<file path="src/rtl/pc_pkg.sv">
// Shared types for the program counter with return-address stack:
// the per-cycle operation code and its priority decode.
package pc_pkg;

    typedef enum logic [2:0] {
        PC_HOLD,
        PC_INC,
        PC_LOAD,
        PC_CALL,
        PC_RET,
        PC_STALL
    } pc_op_e;

    // Exactly one action per cycle: stall > ret > call > load > inc > hold.
    function automatic pc_op_e pc_decode(
        input logic stall,
        input logic ret,
        input logic call,
        input logic load,
        input logic inc
    );
        if (stall)     return PC_STALL;
        else if (ret)  return PC_RET;
        else if (call) return PC_CALL;
        else if (load) return PC_LOAD;
        else if (inc)  return PC_INC;
        else           return PC_HOLD;
    endfunction

endpackage

</file>
<file path="src/rtl/pc_ret_stack.sv">
// LIFO of return addresses. Owns the stack pointer; a push while full or a
// pop while empty leaves the pointer and the contents unchanged.
module pc_ret_stack #(
    parameter int WIDTH = 16,
    parameter int DEPTH = 8
) (
    input  logic                       clk,
    input  logic                       rst_n,
    input  logic                       push,
    input  logic                       pop,
    input  logic [WIDTH-1:0]           wdata,
    output logic [WIDTH-1:0]           rdata,
    output logic [$clog2(DEPTH+1)-1:0] sp,
    output logic                       full,
    output logic                       empty
);

    localparam int SPW = $clog2(DEPTH + 1);
    localparam int AW  = (DEPTH > 1) ? $clog2(DEPTH) : 1;

    logic [WIDTH-1:0] mem [DEPTH];
    logic [SPW-1:0]   sp_q;
    logic [SPW-1:0]   sp_d;
    logic [SPW-1:0]   sp_m1;
    logic [AW-1:0]    wr_idx;
    logic [AW-1:0]    rd_idx;
    logic             do_push;
    logic             do_pop;

    assign empty   = (sp_q == '0);
    assign full    = (sp_q == SPW'(DEPTH));
    assign do_pop  = pop && !empty;
    assign do_push = push && !pop && !full;

    assign sp_m1  = sp_q - SPW'(1);
    assign wr_idx = sp_q[AW-1:0];
    assign rd_idx = sp_m1[AW-1:0];

    // Top-of-stack is read combinationally so a ret can use it on the same edge.
    assign rdata = empty ? '0 : mem[rd_idx];
    assign sp    = sp_q;

    always_comb begin
        sp_d = sp_q;
        if (do_pop)
            sp_d = sp_m1;
        else if (do_push)
            sp_d = sp_q + SPW'(1);
    end

    always_ff @(posedge clk or negedge rst_n) begin
        if (!rst_n)
            sp_q <= '0;
        else
            sp_q <= sp_d;
    end

    // Storage is deliberately not reset; entries at or above sp are never read.
    always_ff @(posedge clk) begin
        if (do_push)
            mem[wr_idx] <= wdata;
    end

endmodule

</file>
<file path="src/rtl/pc_call_stack.sv">
// Fetch-path program counter with load/increment, subroutine call/return
// through a hardware return stack, fetch stall and sticky stack-error flags.
module pc_call_stack
    import pc_pkg::*;
#(
    parameter int                WIDTH     = 16,
    parameter int                DEPTH     = 8,
    parameter logic [WIDTH-1:0]  RESET_VEC = '0
) (
    input  logic                       clock,
    input  logic                       rst_n,
    input  logic [WIDTH-1:0]           in,
    input  logic                       load,
    input  logic                       inc,
    input  logic                       call,
    input  logic                       ret,
    input  logic                       stall,
    output logic [WIDTH-1:0]           out,
    output logic [$clog2(DEPTH+1)-1:0] sp,
    output logic                       empty,
    output logic                       full,
    output logic                       overflow,
    output logic                       underflow
);

    pc_op_e           op;
    logic [WIDTH-1:0] out_q;
    logic [WIDTH-1:0] out_d;
    logic             overflow_q;
    logic             overflow_d;
    logic             underflow_q;
    logic             underflow_d;
    logic [WIDTH-1:0] ret_addr;
    logic [WIDTH-1:0] out_plus1;
    logic             stk_full;
    logic             stk_empty;

    assign op        = pc_decode(stall, ret, call, load, inc);
    assign out_plus1 = out_q + WIDTH'(1);

    pc_ret_stack #(
        .WIDTH (WIDTH),
        .DEPTH (DEPTH)
    ) u_stack (
        .clk   (clock),
        .rst_n (rst_n),
        .push  (op == PC_CALL),
        .pop   (op == PC_RET),
        .wdata (out_plus1),
        .rdata (ret_addr),
        .sp    (sp),
        .full  (stk_full),
        .empty (stk_empty)
    );

    always_comb begin
        out_d       = out_q;
        overflow_d  = overflow_q;
        underflow_d = underflow_q;
        unique case (op)
            PC_RET: begin
                if (stk_empty)
                    underflow_d = 1'b1;
                else
                    out_d = ret_addr;
            end
            // The jump is taken even when the push has to be dropped.
            PC_CALL: begin
                out_d = in;
                if (stk_full)
                    overflow_d = 1'b1;
            end
            PC_LOAD: out_d = in;
            PC_INC:  out_d = out_plus1;
            default: ;
        endcase
    end

    always_ff @(posedge clock or negedge rst_n) begin
        if (!rst_n) begin
            out_q       <= RESET_VEC;
            overflow_q  <= 1'b0;
            underflow_q <= 1'b0;
        end else begin
            out_q       <= out_d;
            overflow_q  <= overflow_d;
            underflow_q <= underflow_d;
        end
    end

    assign out       = out_q;
    assign empty     = stk_empty;
    assign full      = stk_full;
    assign overflow  = overflow_q;
    assign underflow = underflow_q;

endmodule

</file>
<file path="config.mk">
export PLATFORM = sky130hd
export DESIGN_NAME = pc_call_stack
export DESIGN_NICKNAME = d
export VERILOG_FILES = /design/src/rtl/pc_pkg.sv /design/src/rtl/pc_ret_stack.sv /design/src/rtl/pc_call_stack.sv
export SDC_FILE = /design/constraint.sdc
export NUM_CORES = 1
export LEC_CHECK = 0
export ABC_AREA = 1
export ABC_CLOCK_PERIOD_IN_PS = 3300
export CORE_MARGIN = 2
export CORE_UTILIZATION = 59
export CTS_CLUSTER_DIAMETER = 50
export CTS_CLUSTER_SIZE = 10
export DETAILED_ROUTE_END_ITERATION = 7
export PLACE_DENSITY_LB_ADDON = 0.3
export SLEW_MARGIN = 20
export SYNTH_ARGS = -nofsm -noshare
export SYNTH_HDL_FRONTEND = slang
export SYNTH_SLANG_ARGS = --single-unit
</file>
<file path="constraint.sdc">
create_clock -name clock -period 3.3 [get_ports clock]
set_input_delay 0.33 -clock clock [delete_from_list [all_inputs] [get_ports clock]]
set_output_delay 0.33 -clock clock [all_outputs]
set_load 0.01 [all_outputs]
</file>
## Word-level counts from Yosys, hierarchy flattened

Memories as Yosys holds them, arrays and structs flattened.
Index checks and enable logic that the tools add are counted.

| operators by class | value |
|---|---|
| muxes and demuxes | 11 |
| $lt $le $gt $ge | 0 |
| add/sub/neg operators | 3 |
| shift-type cells | 0 |
| eq/ne operators | 6 |
| reduce and logical (&&, ||, !) cells | 13 |
| div/mod/pow operators | 0 |
| bitwise operators | 0 |
| $mul | 0 |

Operators with widths:

| operator | count |
|---|---|
| $pmux 16 s3 | 1 |
| $add 16x1->16 const B | 1 |
| $mux 16 | 1 |
| $mux 4 | 2 |
| $eq 3x2->1 const B | 2 |
| $mux 3 | 2 |
| $reduce_and 2->1 | 3 |
| $add 4x1->4 const B | 1 |
| $eq 4x4->1 const B | 1 |
| $logic_not 4->1 | 1 |
| $mux 2 | 2 |
| $sub 4x1->4 const B | 1 |
| $eq 3x1->1 const B | 1 |
| $eq 3x3->1 const B | 1 |
| $logic_and 1x1->1 | 3 |
| $logic_not 1->1 | 3 |
| $mux 1 | 3 |
| $reduce_bool 3->1 | 1 |
| $ne 2x2->1 const B | 1 |
| $reduce_bool 2->1 | 1 |
| $reduce_or 2->1 | 1 |

| word-level totals | value |
|---|---|
| input bits | 23 |
| memory bits (writable) | 128 |
| bits in read-only memories | 0 |
| memories kept | 1 |
| word-level logic and storage cells | 38 |
| latch bits | 0 |
| flip-flop bits (word level) | 22 |
| output and inout bits | 24 |

Memories:

| name | depth | bits a word | read ports | clocked after Yosys merged registers in | write ports | RTL line | RTL |
|---|---|---|---|---|---|---|---|
| u_stack.mem | 8 | 16 | 1 | 0 | 1 | pc_ret_stack.sv:21 | `logic [WIDTH-1:0] mem [DEPTH];` |

## Longest topological paths before layout

| logic depth | value |
|---|---|
| depth after elaboration | 11 |
| gate-level depth with buffers | 16 |
| mapped depth without buffers | 11 |

## Modules after synthesis

From an unflattened synthesis, not the netlist that was laid out.

| unflattened totals | value |
|---|---|
| cell total of the unflattened synthesis | 776 |
| area total of the unflattened synthesis | 7,210.7 sq um |

Modules (own cells, without submodules):

| module | instances | sequential area each (sq um) | cells an instance | area each (sq um) |
|---|---|---|---|---|
| pc_ret_stack | 1 | 3,943.8 | 530 | 5,637.9 |
| pc_call_stack | 1 | 450.4 | 246 | 1,572.8 |

## Worst setup path before layout

OpenSTA, ideal clock, no wires.

| timing path | value |
|---|---|
| path type | register to register |
| from | register u_stack.sp_q[0], in the netlist u_stack.sp[0] |
| to | memory u_stack.mem[5][0], enable pin |
| setup time | 0.409 ns |
| required time | 2.891 ns |
| stages on the path, launching flop included | 9 |
| arrival time | 2.671 ns |
| period minus slack after synthesis | 3.081 ns |
| path slack | 0.219 ns |
| path buffers | 3 |
| cell sequence | dfrtp_1 > buf_2 > inv_2 > buf_6 > buf_4 > ha_1 > nand3_1 > nand3_1 > nor3_1 |

| between the ends | value |
|---|---|
| longest elaborated chain between the ends | 5 |

Ends and longest elaborated chain:

| what | RTL line | RTL |
|---|---|---|
| start, declared | pc_ret_stack.sv:22 | `logic [SPW-1:0] sp_q;` |
| start signal, assigned | pc_ret_stack.sv:55 | `sp_q <= sp_d;` |
| $eq 4x4->1 | pc_ret_stack.sv:31 | `assign full = (sp_q == SPW'(DEPTH));` |
| $logic_not 1->1 | pc_ret_stack.sv:33 | `assign do_push = push && !pop && !full;` |
| $logic_and 1x1->1 | pc_ret_stack.sv:33 |  |
| $mux 1 | pc_ret_stack.sv:60 | `if (do_push)` |
| $mux 1 (implied by the code) | pc_ret_stack.sv:61 | `mem[wr_idx] <= wdata;` |
| end, declared | pc_ret_stack.sv:21 |  |

Parallel ways exist; a longest one is shown, timed or not.

## Final worst setup path

| timing path | value |
|---|---|
| from | register u_stack.sp_q[1], in the netlist u_stack.sp[1] |
| to | output full |

| between the ends | value |
|---|---|
| longest elaborated chain between the ends | 1 |

Ends and longest elaborated chain:

| what | RTL line | RTL |
|---|---|---|
| $eq 4x4->1 | pc_ret_stack.sv:31 |  |
| end, declared | pc_call_stack.sv:21 | `output logic full,` |

No other way between the ends.

==> results <==
- The required time of the worst setup path is 2.97 ns.
- The via count is 5399.
- Summed over all layers, the global routing overflow is 0.
- The net count of the finished layout is 797.
- Wires add up to 17.7 mm.
- The maximum clock frequency is 0.394 GHz.
- The post-layout instance count excluding filler cells is 927.
- After detailed routing, the average wire length per cell comes to 19.1 µm.
- The netlist area before placement is 0.00704 mm².
- The cell count after placement is 894.
- The initial antenna violation count is 0.
- 0 antenna diodes ended up in the layout.
- The number of clock sinks is 150.
- The checks that failed: DRC.
- Walking the worst path, the cells encountered are inv_1, ha_1, nand3_1, inv_1, clkdlybuf4s50_1.
- Clock tree synthesis inserted a total of 17 buffers.
- The buffer depth of the longest clock path is 2.
- The normalized max-slew margin is 37.7%.
- The clock network latency to the later pin of the worst-skew pair is 0.42 ns.
- The post-route minimum period is 2.54 ns.
- Of the available clock period, the critical path in the final layout requires 77.0%.
- The hold violation total from the final report is 0.
- STA classifies the critical path startpoint as a register.
- The HPWL after detailed placement is 11.4 mm.
- Of the cells placed in the final design, the portion with a size suffix greater than 1 is 8.55%.
- The critical path data arrival time is 2.21 ns.
- STA classifies the critical path endpoint as an output pin.
- The area growth from synthesis to layout is 16.1%.
- The final RePlAce weighted congestion is 0.920.
- In the layout the commonest cells are nand2_1 (182), edfxtp_1 (128), nor2_1 (126).
- The CTS H-tree depth is 4.
- The count of final max-slew check failures is 0.
- The worst voltage drop across the vdd grid is 0.839 mV.
- The clock transition at the registers of the reported paths is 0.06 ns.
- The average cell area after synthesis is 9.75 µm².
- The first-pass GRT wire length is 27.5 mm.
- Dividing total power by cell area gives a power density of 1040 mW/mm².
- In the routed design, unresolved DRC markers number 1.
- Yosys attributes the largest share of cell area to edfxtp_1 (55%), nand2_1 (9.7%), dfrtp_1 (7.8%).
- Leaving out fill and tap cells, the most frequent cell in the layout is nand2_1.
- For this configuration, the core starts out at a cell density of 61.1%.
- The worst hold slack is 0.422 ns.
- The number of placement rows is 39.
- The run finished, with violations left.
- The worst hold path belongs to the class input pin to asynchronous set/reset pin.
- The number of unique standard cell types used by synthesis is 36.
- Setup repair after global routing left no endpoint under its margin.
- The clock skew after layout is 0.00757 ns.
- The die boundary width is 113 µm.
- The die area is 0.0128 mm².
- The maximum fanout along the worst path is 5.
- In this run the remaining antenna-violating nets after routing total 0.
- The kind of critical path is register to output pin.
- The DRC violation total after the first TritonRoute iteration is 727.
- The share of Yosys cell area claimed by the top area cell type is 54.6%.
- In this run the vertical extent of the chip is 113 µm.
- The total iterations of the first detailed-routing run is 7.
- Entering global routing, the biggest net connects 71 pins.
- The leakage power total is 3.33 nW.
- In the routed layout, each cell is associated on average with a via count of 5.82.
- The delay of the slowest cell on the worst path is 0.54 ns.
- edfxtp_1 takes more of the synthesized area than any other cell.
- The via count of the first global-routing pass came to 5192.
- The buffer cell driving the clock tree root is clkbuf_16.
- In this run the post-CTS setup repair buffer count came out at 0.
- Counting stages on the worst path, the most repeated cell is inv_1.
- The synthesized netlist net count is 748.
- The core region is 0.0115 mm².
- Setup violations remaining at the end of the flow were counted as 0.
- The cell with the biggest individual delay on the critical path is clkdlybuf4s50_1.
- After clock tree synthesis, the repair step resized 0 gates.
- The core occupancy in the finished layout is 70.9%.
- The share of the yosys chip area belonging to registers is 62.4%.
- Across the run, the number of max-cap violations was 0.
- The clock tree from TritonCTS is built.
- For the pin with the worst max-slew slack, the measured transition is 0.931 ns.
- The warning count from the yosys run is 0.
- The register bit count reported by yosys is 150.
- The top-level I/O count is 47.
- Summed over all failing endpoints, the final setup total negative slack is 0 ns.
- The number of I/O port buffers is 46.
- The total routing resource utilization after global routing is 29.0%.
- The post-synthesis cell count is 722.
worst max-delay path: cells and delay by family, from the launching register on:
kind	cells	cell delay, ns
AND/OR/NAND/NOR	1	0.20
flip-flops	1	0.43
adder cells (fa/ha/maj)	1	0.34
buffers and inverters	3	0.82
path summary, 6_finish.rpt:
| check | from | end | slack, ns | depth (start not counted) |
|---|---|---|---|---|
| setup / recovery | u_stack.sp[1] | full | 0.76 | 5 |
| hold / removal | rst_n | out[12] | 0.42 | 2 |
| setup reg to reg | u_stack.sp[1] | out[4] | 0.80 | 8 |
| hold reg to reg | overflow | overflow | 0.47 | 1 |
| max in group asynchronous | rst_n | u_stack.sp[0] | 2.49 | 2 |
| min in group clock | overflow | overflow | 0.47 | 1 |
state kept, by name (all words and copies together), names as in the netlist:
signal       flops
u_stack.mem    128
out             16
u_stack.sp       4
overflow         1
underflow        1
area by class of cell:
type,instances,area [µm²]
sequential,150,4400
fill,794,3350
multi-input combinational,478,2180
timing repair buffer,61,571
clock buffer,18,429
inverter,63,236
tap,143,179
clock inverter,14,173
metal layers:
metal	track usage [%]	vias up	wire length (µm)
met5	0	-	0
met4	16.6	0	808
met3	6.32	59	1490
met2	46.1	300	8740
met1	37.1	2547	6700
li1	-	2493	-
cells in the mapped netlist:
cell,count
a31o_2,1
xor2_1,5
a21oi_2,1
xnor2_2,1
buf_4,4
a22oi_1,6
nand2_2,3
xor2_2,1
a21o_1,1
nor2_1,126
and2_1,7
clkinv_1,1
ha_1,3
nand3_2,3
nor3_1,4
inv_1,59
a21oi_1,8
inv_2,3
clkbuf_4,1
nor2_4,1
o211ai_1,4
dfrtp_1,22
nand2_1,182
o21ai_0,42
o211ai_2,1
clkbuf_8,4
o21ai_2,1
o21ai_1,2
nand3_1,67
o221ai_1,1
nor2_2,2
buf_2,12
nand4_1,5
edfxtp_1,128
clkbuf_1,3
buf_6,7
logic make-up after synthesis:
| kind of cell | count (synthesis) | synth area share [%] |
|---|---|---|
| AND/OR/NAND/NOR | 400 | 23.6 |
| AO/OA/AOI/OAI | 68 | 5.55 |
| XOR/XNOR | 7 | 1.08 |
| buffers and inverters | 94 | 6.81 |
| flip-flops | 150 | 62.4 |
| adder cells (fa/ha/maj) | 3 | 0.533 |
metrics by stage:
| step | instance area, µm² | setup WS [ns] | total power [mW] |
|---|---|---|---|
| 6_report | 8170 | 0.761 | 8.52 |
| 5_1_grt | 8170 | 0.668 | 8.95 |
| 4_1_cts | 8160 | 0.759 | 8.48 |
| 3_5_place_dp | 7560 | 0.800 | 6.48 |
| 3_3_place_gp | 7560 | 0.884 | 6.38 |
| 2_1_floorplan | 7040 | 0.219 | 5.27 |
repair_timing:
action | 4_1_cts | 5_1_grt
endpoints found under the hold margin | 0 | 22
endpoints found under the setup margin | 0 | 0
hold buffers | 0 | 1
power breakdown:
part / switching [mW] / internal, mW / total, mW / leakage, nW
logic: 2.56 / 1.16 / 3.72 / 1.65
clock network: 0.777 / 1.19 / 1.97 / 0.283
registers: 0.239 / 2.59 / 2.83 / 1.40
total: 3.58 / 4.94 / 8.52 / 3.33
No activity file was read; power rests on OpenSTA's default activity.
